### src/rtl/data_ram_arbiter_if.sv
// data_ram_arbiter_if: one requester port of the data RAM arbiter.
// Carries a lock bit when DATA_ARB_LOCK_EN is defined.
interface data_ram_arbiter_if #(
  parameter int ADDR_W = 32,
  parameter int DATA_W = 32
);
  logic              req;
  logic              we;
  logic [ADDR_W-1:0] addr;
  logic [3:0]        sel;
  logic [DATA_W-1:0] wdata;
  logic              ack;
  logic [DATA_W-1:0] rdata;
`ifdef DATA_ARB_LOCK_EN
  logic              lock;

  modport master (
    output req, we, addr, sel, wdata, lock,
    input  ack, rdata
  );
  modport slave (
    input  req, we, addr, sel, wdata, lock,
    output ack, rdata
  );
`else
  modport master (
    output req, we, addr, sel, wdata,
    input  ack, rdata
  );
  modport slave (
    input  req, we, addr, sel, wdata,
    output ack, rdata
  );
`endif
endinterface

### src/rtl/data_ram_arbiter.sv
// data_ram_arbiter: round-robin CPU/DMA arbiter for the single-port
// data RAM. Optional m1 bus lock under DATA_ARB_LOCK_EN.
module data_ram_arbiter #(
  parameter int ADDR_W = 32,
  parameter int DATA_W = 32
) (
  input  logic              clk,
  input  logic              rst,
  data_ram_arbiter_if.slave m0,
  data_ram_arbiter_if.slave m1,
  output logic              stall_o,
  output logic              ram_ce,
  output logic              ram_we,
  output logic [ADDR_W-1:0] ram_addr,
  output logic [3:0]        ram_sel,
  output logic [DATA_W-1:0] ram_wdata,
  input  logic [DATA_W-1:0] ram_rdata
);

  typedef enum logic [1:0] {
    IDLE,
    ACCESS,
    RESP
  } state_t;

  state_t state, state_n;

  logic              owner;
  logic              last;
  logic              grant;
  logic              gsel;
  logic              r0;
  logic [DATA_W-1:0] rdata0;
  logic [DATA_W-1:0] rdata1;

`ifdef DATA_ARB_LOCK_EN
  logic lock_q;
  logic lock_tx;

  // a held lock hides the CPU from the arbiter entirely
  assign r0 = m0.req & ~lock_q;
`else
  assign r0 = m0.req;
`endif

  always_comb begin
    state_n = state;
    grant   = 1'b0;
    gsel    = 1'b0;
    unique case (state)
      IDLE: begin
        if (r0 | m1.req) begin
          grant   = 1'b1;
          state_n = ACCESS;
        end
        unique case (1'b1)
          (r0 & m1.req):  gsel = ~last;
          (m1.req & ~r0): gsel = 1'b1;
          default:        gsel = 1'b0;
        endcase
      end
      ACCESS:  state_n = RESP;
      RESP:    state_n = IDLE;
      default: state_n = IDLE;
    endcase
  end

  always_ff @(posedge clk or negedge rst) begin
    if (!rst) state <= IDLE;
    else      state <= state_n;
  end

  always_ff @(posedge clk or negedge rst) begin
    if (!rst) begin
      owner     <= 1'b0;
      last      <= 1'b1;
      ram_ce    <= 1'b0;
      ram_we    <= 1'b0;
      ram_addr  <= '0;
      ram_sel   <= '0;
      ram_wdata <= '0;
      rdata0    <= '0;
      rdata1    <= '0;
    end else begin
      unique case (state)
        IDLE: begin
          if (grant) begin
            owner     <= gsel;
            ram_ce    <= 1'b1;
            ram_we    <= gsel ? m1.we    : m0.we;
            ram_addr  <= gsel ? m1.addr  : m0.addr;
            ram_sel   <= gsel ? m1.sel   : m0.sel;
            ram_wdata <= gsel ? m1.wdata : m0.wdata;
          end
        end
        ACCESS: begin
          ram_ce <= 1'b0;
          ram_we <= 1'b0;
          if (!ram_we) begin
            if (owner) rdata1 <= ram_rdata;
            else       rdata0 <= ram_rdata;
          end
        end
        RESP:    last <= owner;
        default: ;
      endcase
    end
  end

`ifdef DATA_ARB_LOCK_EN
  always_ff @(posedge clk or negedge rst) begin
    if (!rst) begin
      lock_q  <= 1'b0;
      lock_tx <= 1'b0;
    end else begin
      if (grant & gsel) begin
        lock_tx <= m1.lock;
        if (m1.lock) lock_q <= 1'b1;
      end
      if (state == RESP && owner && !lock_tx)
        lock_q <= 1'b0;
    end
  end
`endif

  assign m0.ack   = (state == RESP) & ~owner;
  assign m1.ack   = (state == RESP) & owner;
  assign m0.rdata = rdata0;
  assign m1.rdata = rdata1;
  assign stall_o  = m0.req & ~m0.ack;

endmodule

### src/flat_wrapper.sv
// flat-port wrapper written by rule: the top's interface ports become plain ports
module data_ram_arbiter_flat 
#(
  parameter int ADDR_W = 32,
  parameter int DATA_W = 32
)
  (clk, rst, stall_o, ram_ce, ram_we, ram_addr, ram_sel, ram_wdata, ram_rdata, m0_req, m0_we, m0_addr, m0_sel, m0_wdata, m0_ack, m0_rdata, m1_req, m1_we, m1_addr, m1_sel, m1_wdata, m1_ack, m1_rdata);
  data_ram_arbiter_if #(.ADDR_W(ADDR_W), .DATA_W(DATA_W)) m0_i ();
  data_ram_arbiter_if #(.ADDR_W(ADDR_W), .DATA_W(DATA_W)) m1_i ();
  input  logic clk;
  input  logic rst;
  output logic stall_o;
  output logic ram_ce;
  output logic ram_we;
  output logic [ADDR_W-1:0] ram_addr;
  output logic [3:0] ram_sel;
  output logic [DATA_W-1:0] ram_wdata;
  input  logic [DATA_W-1:0] ram_rdata;
  input wire logic [$bits(m0_i.req)-1:0] m0_req;
  input wire logic [$bits(m0_i.we)-1:0] m0_we;
  input wire logic [$bits(m0_i.addr)-1:0] m0_addr;
  input wire logic [$bits(m0_i.sel)-1:0] m0_sel;
  input wire logic [$bits(m0_i.wdata)-1:0] m0_wdata;
  output wire logic [$bits(m0_i.ack)-1:0] m0_ack;
  output wire logic [$bits(m0_i.rdata)-1:0] m0_rdata;
  input wire logic [$bits(m1_i.req)-1:0] m1_req;
  input wire logic [$bits(m1_i.we)-1:0] m1_we;
  input wire logic [$bits(m1_i.addr)-1:0] m1_addr;
  input wire logic [$bits(m1_i.sel)-1:0] m1_sel;
  input wire logic [$bits(m1_i.wdata)-1:0] m1_wdata;
  output wire logic [$bits(m1_i.ack)-1:0] m1_ack;
  output wire logic [$bits(m1_i.rdata)-1:0] m1_rdata;
  assign m0_i.req = m0_req;
  assign m0_i.we = m0_we;
  assign m0_i.addr = m0_addr;
  assign m0_i.sel = m0_sel;
  assign m0_i.wdata = m0_wdata;
  assign m0_ack = m0_i.ack;
  assign m0_rdata = m0_i.rdata;
  assign m1_i.req = m1_req;
  assign m1_i.we = m1_we;
  assign m1_i.addr = m1_addr;
  assign m1_i.sel = m1_sel;
  assign m1_i.wdata = m1_wdata;
  assign m1_ack = m1_i.ack;
  assign m1_rdata = m1_i.rdata;
  data_ram_arbiter #(.ADDR_W(ADDR_W), .DATA_W(DATA_W)) u_core (.clk(clk), .rst(rst), .m0(m0_i), .m1(m1_i), .stall_o(stall_o), .ram_ce(ram_ce), .ram_we(ram_we), .ram_addr(ram_addr), .ram_sel(ram_sel), .ram_wdata(ram_wdata), .ram_rdata(ram_rdata));
endmodule
### config.mk
export PLATFORM = sky130hd
export DESIGN_NAME = data_ram_arbiter_flat
export DESIGN_NICKNAME = d
export VERILOG_FILES = /design/src/rtl/data_ram_arbiter_if.sv /design/src/rtl/data_ram_arbiter.sv /design/src/flat_wrapper.sv
export SDC_FILE = /design/constraint.sdc
export NUM_CORES = 1
export LEC_CHECK = 0
export CAP_MARGIN = 20
export CORE_MARGIN = 4
export CORE_UTILIZATION = 43
export CTS_CLUSTER_SIZE = 10
export DETAILED_ROUTE_END_ITERATION = 16
export GPL_ROUTABILITY_DRIVEN = 0
export PLACE_DENSITY = 0.86
export SETUP_SLACK_MARGIN = 0.3
export SYNTH_ARGS = -nofsm -noshare
export SYNTH_HDL_FRONTEND = slang
export SYNTH_SLANG_ARGS = --single-unit
### constraint.sdc
create_clock -name clk -period 4.6 [get_ports clk]
set_input_delay 0.92 -clock clk [delete_from_list [all_inputs] [get_ports clk]]
set_output_delay 0.92 -clock clk [all_outputs]
set_load 0.01 [all_outputs]
==> reports/results.ini <==
[layout]
synthToLayoutAreaGrowth_pct=61.8
final_net_count=947
multi_input_comb_area_sq_um=2430
final_layout_size_suffix_gt1_frac=0.145
finish.instance_area_sq_um=9880
diodes_inserted=0
fillCellCount=947
layout.area.seq_sq_um=3450

[cts]
clock_latency_ns=0.41
cts_tree=yes
cts-resized-gates=0
cts_hold_repair.buffers=0
ctsLongestPathBuffers=2
clock_tree.htree_level_count=4
cts_buffers=17
cts_setup_buffers=0
clockRootBuffer=clkbuf_16
cts.sink_count=138
cts.reportedPaths.clkPinSlew_ns=0.05

[global_route]
global_route_wire_length_before_repair_mm=33.1
grt_max_degree=82
grt_remaining_overflow=0
grtUsageTotal=0.260
antenna_violations_before_repair=0
grt_pass1_vias=6080

[floorplan]
rows=43
die-height_um=127
initial_core_utilization=0.440
pin_count=311
floorplan.die_area_sq_um=16200
design.core.area_sq_um=13900
floorplan.die.width_um=127

[worst_setup_path]
r2r-start=u_core.state[0]$_DFFE_PN0P_
timing.reg2reg.worst_path_depth=4
ff2ff_setup_slack_ns=2.41
cp-end-kind=output pin
crit_end=stall_o
cp_data_arrival_time_ns=2.22
timing.critical_path.fanout_max=5
startpoint=m0_req
rr_endpoint=u_core.ram_wdata[8]$_DFFE_PN0P_
timing.critical_path.required_ns=3.68
critPathLaunchType=input port
setup.worst_path.class=input port to output pin

[timing]
setup_viol_count_final=0
min_period_over_period=0.682
clock-skew-final_ns=0.00873
timing.final.max_slew_violations=0
rsz0062_at_grt=no
timing_hold_violations_final=0
worst-slew-pin-transition_ns=0.847
worst_slew_margin_rel=0.433
timing.fmax_ghz=0.319
fin_setup_tns_ns=0
finalCriticalPeriod_ns=3.14

[placement]
postPlaceCellArea_sq_um=9300
placement.io_buffers=310
dp.final_hpwl_mm=14.7

[synth]
synth_area_leader_cell=dfrtp_1
yosys_top_cell_area_share=0.562
syn-num-nets=662
synthDistinctLibCells=27
netlist_area_sq_um=6100
avgSynthCellArea_sq_um=12.5
ys_async_sr_fraction=1.00
synth_flop_cell=dfrtp_1
post_synth_edffs=0
synth_seq_cells=138
synthesis.instances=488
synthTopCellsByArea=dfrtp_1 (56%), mux2_2 (11%), a32oi_1 (7.6%)
post_synth_most_frequent_cells=dfrtp_1 (137), mux2_2 (60), a21oi_1 (53), a32oi_1 (53), o2bb2ai_1 (52)
yosysSeqAreaShare=0.566
synth_warnings=0
yosys.cell_count.top_type=dfrtp_1

[route]
viasPerCell=5.87
drt_pass1_iterations=5
drtIter0Drc=467
drt_wl_total_mm=21.3
dr_total_vias=5672
remaining_drc_errors=0
wl_per_cell_um=22.1
ant_nets=0

[power]
power.density_cell_area_nw_per_um2=711
static-leakage-power_uw=0.00399
vdd_ir_drop_max_v=0.000472

[run]
cap_viol_max_count=0

[min_path]
hold_path_class=register to register

[outcome]
status=finished clean

-- flip-flops by register name, summed over array words and instances (netlist names) --
name and count:
u_core.ram_we 1, u_core.ram_addr 32, u_core.m1.rdata 32, u_core.ram_wdata 32
u_core.state 2, u_core.m0.rdata 32, u_core.last 1, u_core.owner 1
u_core.ram_sel 4, u_core.ram_ce 1
-- cell usage in the layout (no fill, tap or decap), drive strengths merged --
| master | count |
|---|---|
| a211oi | 1 |
| a21o | 1 |
| a21oi | 53 |
| a221o | 16 |
| a22oi | 1 |
| a32oi | 53 |
| and3 | 32 |
| buf | 14 |
| bufinv | 1 |
| clkbuf | 18 |
| clkdlybuf4s50 | 308 |
| clkinv | 7 |
| clkinvlp | 4 |
| dfrtp | 137 |
| dfstp | 1 |
| inv | 5 |
| mux2 | 64 |
| nand2 | 4 |
| nand2b | 3 |
| nor2 | 3 |
| nor2b | 1 |
| nor3 | 3 |
| nor3b | 1 |
| o21ai | 2 |
| o2bb2ai | 52 |
| or2 | 1 |
-- metrics by stage --
step                      setup slack [ns]  std cells   util  hold slack (ns)  total power [uW]
after global routing                  1.41        966  0.712            0.501              7420
after floorplan                       2.47        488      -            0.504              3870
final                                 1.46        966  0.712            0.485              7030
after CTS                             1.46        965  0.710            0.489              7060
after detailed placement              1.39        933  0.670            0.477              5740
after global placement                1.44        933  0.670            0.470              5610
-- metal layers --
metal,share of wire,GRT usage,up-vias
li1,-,-,2480
met1,0.35,0.295,2775
met2,0.48,0.422,348
met3,0.12,0.120,69
met4,0.043,0.117,0
met5,0,0,-
-- logic make-up (layout without fill, tap and decap cells) --
logic type / after synthesis / after routing / share of synthesized area
AOI/OAI and AO/OA: 179 / 179 / 0.227
DFF: 138 / 138 / 0.566
muxes: 64 / 64 / 0.118
buffers and inverters: 59 / 357 / 0.0414
and+or+nand+nor: 48 / 48 / 0.0480
-- power breakdown --
part,internal (uW),switching [uW]
logic,1910,1620
clock network,743,518
registers,1850,393
-- worst max-delay path: stages --
cell	delay [ns]
clkdlybuf4s50_1	0.60
nor2b_1	0.16
clkdlybuf4s50_1	0.54
-- area by class of cell --
class | instances | area share
Sequential cell | 138 | 0.350
Timing Repair Buffer | 322 | 0.324
Multi-Input combinational cell | 291 | 0.246
Clock buffer | 18 | 0.0435
Tap cell | 180 | 0.0228
Clock inverter | 14 | 0.0125
Inverter | 3 | 0.00114
-- worst min-delay path by stage --
| stage | from | to | cells past startpoint |
|---|---|---|---|
| CTS | u_core.ram_addr[18]$_DFFE_PN0P_ | u_core.ram_addr[18]$_DFFE_PN0P_ | 1 |
| floorplan | u_core.last$_DFFE_PN1N_ | u_core.last$_DFFE_PN1N_ | 1 |
| global placement | u_core.m0.rdata[30]$_DFFE_PN0P_ | u_core.m0.rdata[30]$_DFFE_PN0P_ | 1 |
| finish | u_core.ram_addr[5]$_DFFE_PN0P_ | u_core.ram_addr[5]$_DFFE_PN0P_ | 1 |
| global route | u_core.ram_addr[18]$_DFFE_PN0P_ | u_core.ram_addr[18]$_DFFE_PN0P_ | 1 |
| detailed placement | u_core.ram_wdata[9]$_DFFE_PN0P_ | u_core.ram_wdata[9]$_DFFE_PN0P_ | 1 |
Note: power is estimated with default switching activity, not from simulation.
